File: src/rtl/flag_sync_pkg.sv
// flag_sync_pkg: shared constants and helpers for flag_sync_array.
// Holds the per-channel decode-mode encodings and prime-counter width.
package flag_sync_pkg;

   localparam logic FS_MODE_EDGE   = 1'b0;
   localparam logic FS_MODE_TOGGLE = 1'b1;

   // Wide enough to count 0..stages+1 inclusive.
   function automatic int primeW(input int stages);
      return $clog2(stages + 2);
   endfunction

endpackage

File: src/rtl/flag_sync_chan.sv
// flag_sync_chan: one synchroniser channel with event decode and accounting.
// Ports: clk/rst, mode, primeDone, asyncIn, ack, clr -> level, flag, pending, overflow, count.
module flag_sync_chan
   import flag_sync_pkg::*;
#(
   parameter int STAGES = 3,
   parameter int CNT_W  = 8
) (
   input  logic             clk,
   input  logic             rst,
   input  logic             mode,
   input  logic             primeDone,
   input  logic             asyncIn,
   input  logic             ack,
   input  logic             clr,
   output logic             level,
   output logic             flag,
   output logic             pending,
   output logic             overflow,
   output logic [CNT_W-1:0] count
);

   localparam logic [CNT_W-1:0] CNT_MAX = '1;

   (* ASYNC_REG = "TRUE" *) logic [STAGES-1:0] syncQ;

   logic hist;
   logic lvl;
   logic evt;

   assign lvl   = syncQ[STAGES-1];
   assign level = lvl;

   // Events are masked until the chain has flushed after reset.
   always_comb begin
      evt = 1'b0;
      if (primeDone) begin
         if (mode == FS_MODE_TOGGLE) evt = lvl ^ hist;
         else                        evt = lvl & ~hist;
      end
   end

   always_ff @(posedge clk) begin
      if (rst) begin
         syncQ    <= '0;
         hist     <= 1'b0;
         flag     <= 1'b0;
         pending  <= 1'b0;
         overflow <= 1'b0;
         count    <= '0;
      end else begin
         syncQ <= {syncQ[STAGES-2:0], asyncIn};
         hist  <= lvl;
         flag  <= evt;
         if (clr) begin
            // Clear first, then account a coincident event.
            pending  <= evt;
            overflow <= 1'b0;
            count    <= evt ? CNT_W'(1) : '0;
         end else begin
            if (evt)      pending <= 1'b1;
            else if (ack) pending <= 1'b0;
            if (evt && pending && !ack) overflow <= 1'b1;
            if (evt && count != CNT_MAX) count <= count + CNT_W'(1);
         end
      end
   end

endmodule

File: src/rtl/flag_sync_array.sv
// flag_sync_array: multi-channel flag synchroniser with event accounting.
// Ports: clk, rst, async_i/ack_i/clr_i in; level_o, flag_o, pending_o, overflow_o, count_o out.
module flag_sync_array
   import flag_sync_pkg::*;
#(
   parameter int                  CHANNELS    = 4,
   parameter int                  STAGES      = 3,
   parameter logic [CHANNELS-1:0] TOGGLE_MASK = {CHANNELS{1'b1}},
   parameter int                  CNT_W       = 8
) (
   input  logic                      clk,
   input  logic                      rst,
   input  logic [CHANNELS-1:0]       async_i,
   input  logic [CHANNELS-1:0]       ack_i,
   input  logic [CHANNELS-1:0]       clr_i,
   output logic [CHANNELS-1:0]       level_o,
   output logic [CHANNELS-1:0]       flag_o,
   output logic [CHANNELS-1:0]       pending_o,
   output logic [CHANNELS-1:0]       overflow_o,
   output logic [CHANNELS*CNT_W-1:0] count_o
);

   localparam int            PW        = primeW(STAGES);
   localparam logic [PW-1:0] PRIME_END = PW'(STAGES + 1);

   logic [PW-1:0] primeCnt;
   logic          primeDone;

   // Counts STAGES+1 edges after reset so that levels already present
   // at the inputs settle through the chain without producing events.
   always_ff @(posedge clk) begin
      if (rst)             primeCnt <= '0;
      else if (!primeDone) primeCnt <= primeCnt + PW'(1);
   end

   assign primeDone = (primeCnt == PRIME_END);

   for (genvar ch = 0; ch < CHANNELS; ch++) begin : g_chan
      flag_sync_chan #(
         .STAGES (STAGES),
         .CNT_W  (CNT_W)
      ) u_chan (
         .clk       (clk),
         .rst       (rst),
         .mode      (TOGGLE_MASK[ch]),
         .primeDone (primeDone),
         .asyncIn   (async_i[ch]),
         .ack       (ack_i[ch]),
         .clr       (clr_i[ch]),
         .level     (level_o[ch]),
         .flag      (flag_o[ch]),
         .pending   (pending_o[ch]),
         .overflow  (overflow_o[ch]),
         .count     (count_o[ch*CNT_W +: CNT_W])
      );
   end

endmodule
File: config.mk
export PLATFORM = sky130hd
export DESIGN_NAME = flag_sync_array
export DESIGN_NICKNAME = d
export VERILOG_FILES = /design/src/rtl/flag_sync_pkg.sv /design/src/rtl/flag_sync_chan.sv /design/src/rtl/flag_sync_array.sv
export SDC_FILE = /design/constraint.sdc
export NUM_CORES = 1
export LEC_CHECK = 0
export ABC_AREA = 1
export CAP_MARGIN = 20
export CORE_ASPECT_RATIO = 0.7
export CORE_MARGIN = 3
export CORE_UTILIZATION = 45
export CTS_BUF_LIST = sky130_fd_sc_hd__clkbuf_4 sky130_fd_sc_hd__clkbuf_8 sky130_fd_sc_hd__clkbuf_16
export CTS_CLUSTER_SIZE = 12
export DETAILED_ROUTE_END_ITERATION = 6
export MAX_ROUTING_LAYER = met4
export PLACE_DENSITY = 0.73
export SYNTH_ARGS = -nofsm -noshare
export SYNTH_HDL_FRONTEND = slang
export SYNTH_SLANG_ARGS = --single-unit
File: constraint.sdc
create_clock -name clk -period 1.2 [get_ports clk]
set_input_delay 0.24 -clock clk [delete_from_list [all_inputs] [get_ports clk]]
set_output_delay 0.24 -clock clk [all_outputs]
set_load 0.05 [all_outputs]
==> out/metrics.yaml <==
outcome:
  status: "complete, but fails checks"
  violations: "negative setup slack"
placed_design:
  gp_congestion: 0.896
  io_buffers: 61
  dp_hpwl_um: 6370
  placedCellCount: 616
timing:
  setup_tns_ns: -5.57
  rsz0062_at_grt: "yes"
  fmax_ghz: 0.699
  worst_slack_ns: -0.230
  max_slew_margin_pct: 67.9
  clock_skew_ns: 0.00949
  finalCriticalPeriod_ns: 1.43
  slew_viol_final: 0
  finalSetupViolations: 39
  period_share_pct: 119
  hold_viol: 0
  tightestPinTransition_ns: 0.480
worst_setup_path:
  critPathKind: "flop to flop"
  critPathMaxFanout: 5
  worstSetupStartpointType: "flop"
  arrival_ns: 1.69
  end_kind: "flop"
  startpoint: "primeCnt[1]"
  reg2reg_from: "primeCnt[1]"
  required_ns: 1.46
yosys:
  syn_nets: 445
  synth_top_area_share_pct: 38.4
  synthCells: 425
  async_flop_share_pct: 0
  yosysMostFrequentCell: "dfxtp_1"
  yosys_warnings: 0
  ys.flop_type: "dfxtp_1"
  yosysTopAreaCell: "dfxtp_1"
  netlist_area_sq_um: 3280
  synth_area_leaders: "dfxtp_1 (38%), inv_1 (7.0%), nand2_1 (7.0%)"
  avgSynthCellArea_sq_um: 7.72
  yosysUniqueCellTypes: 25
  synth_edf_count: 0
  synthTopCellsByCount: "dfxtp_1 (63), inv_1 (61), nand2_1 (61), nand3_1 (44), nor2_1 (41)"
  synth-seq-cells: 63
  synth-seq-area-share_pct: 38.4
detailed_routing:
  vias: 3335
  wl_met3_um: 678
  wire_per_inst_um: 14.9
  drcViolationCount: 0
  firstDrtPassIters: 6
  drt_iter0_markers: 216
  wirelength_um: 9760
  drt-met1-wl_um: 3980
  top_layer: "met4"
  wl_met2_um: 4850
  avgViaCountPerCell: 5.08
  antenna_left: 0
finish:
  drive_gt1_share_pct: 52.1
  fill_cells: 429
  areaGrowthSynthToFinish_pct: 70.1
  multi_input_area_sq_um: 1870
  layout.cells.non_filler: 656
  seq_area_sq_um: 1350
  diodes: 0
  num-nets-final: 577
worst_hold_path:
  hold_path.startpoint: "g_chan[3].u_chan.syncQ[1]"
  worstHoldPathType: "flop to flop"
grt:
  grt.total_usage_pct: 23.3
  grt_pass1_wl_um: 15100
  grt_max_degree: 14
  grt_pass1_vias: 3152
  grt-ovfl-total: 0
  antenna_found_initial: 0
floorplan:
  core_area_sq_um: 6910
  start_util_pct: 47.5
  dieHeight_um: 77.5
  die-width_um: 108
  std_cell_rows: 25
  io_pins: 62
  dieArea_sq_um: 8370
clock_network:
  worstSkewPairLatency_ns: 0.34
  cts_buffer_depth: 2
  cts_tree: "built"
  h-tree-depth: 3
  path_clk_slew_ns: 0.07
  clock_sinks: 63
  cts-root-buf: "clkbuf_8"
  cts_buffers: 9
power:
  power_uw: 5340
  p_seq_share_pct: 41.8
  vdd_drop_max_mv: 0.864
  p_int_uw: 3800
  sw_frac_of_total_pct: 28.9
  p_sw_uw: 1550
  p_per_area_nw_per_um2: 958
  clkPwrFrac_pct: 34.7
  leakagePower_uw: 0.00246
  combPwrFrac_pct: 23.6
job:
  maxCapViolCount: 0
## critical path, cell delays in order (launching register included)
cell      delay, ns
dfxtp_2        0.34
inv_2          0.08
ha_4           0.13
nand2_4        0.07
clkinv_8       0.10
nand2_8        0.06
nor2_8         0.17
buf_4          0.14
nand4_1        0.08
a21oi_1        0.18
## layout make-up
cell class / count / share of cell area, %
repair buffers: 141 / 32.2
inverters: 65 / 4.60
multi-input cells: 277 / 33.4
clock buffers: 12 / 2.73
well taps: 94 / 2.11
clock inverters: 4 / 0.807
flip-flops and latches: 63 / 24.1
## cells by family (layout without fill, tap and decap cells)
family	count (synthesis)	count (layout)	synth area share (%)
AND/OR/NAND/NOR	222	222	37.6
buffers and inverters	85	222	12.0
flip-flops	63	63	38.4
AO/OA/AOI/OAI	44	44	8.39
adder cells (fa/ha/maj)	6	6	2.29
XOR/XNOR	5	5	1.33
## flip-flops by register name, indices dropped and copies added (netlist names)
register and cells:
g_chan.u_chan.count 32, g_chan.u_chan.flag 4, g_chan.u_chan.hist 4, g_chan.u_chan.overflow 4, g_chan.u_chan.pending 4, g_chan.u_chan.syncQ 12
primeCnt 3
## cells in the final DEF (no fill, tap or decap), drive strengths merged, types with 6 or more instances in the layout
cell type	count
nor2	64
inv	64
dfxtp	63
nand2	97
nand3	44
nor3	9
clkbuf	12
clkdlybuf4s50	13
ha	6
o21ai	13
buf	128
a21oi	27
## per-stage QoR
stage,hold slack (ns),utilization (%),area [sq um],setup WS [ns]
CTS,0.396,77.9,5380,-0.165
detailed placement,0.396,71.6,4950,-0.315
floorplan,0.347,-,3460,-0.0836
global placement,0.389,71.6,4950,-0.225
global route,0.423,80.7,5580,-0.306
finish,0.399,80.7,5580,-0.230
## metal layers
metal  up-vias  GRT usage, %
met4         0          6.94
met3        30          5.15
li1       1595             -
met1      1541          28.2
met5         -             -
met2       169          39.1
## power by group through the flow
stage	clock network [uW]	registers, uW	logic (uW)
2_1_floorplan	0	2340	553
3_3_place_gp	0	2270	1000
3_5_place_dp	0	2280	1030
4_1_cts	1870	2230	1110
5_1_grt	1960	2240	1350
6_report	1850	2230	1260
## final timing paths
path / endpoint / slack (ns) / cells past startpoint
max: g_chan[3].u_chan.count[2] / -0.23 / 9
min reg2reg: g_chan[3].u_chan.syncQ[2] / 0.40 / 2
min: g_chan[3].u_chan.syncQ[2] / 0.40 / 2
max reg2reg: g_chan[3].u_chan.count[2] / -0.23 / 9
## timing repair
action,4_1_cts,5_1_grt
setup buffers,16,10
hold buffers,0,0
endpoints found under the setup margin,51,63
hold endpoints to repair,0,0
pin swaps,11,11
gates resized for setup,34,40
Note: power is estimated with default switching activity, not from simulation.
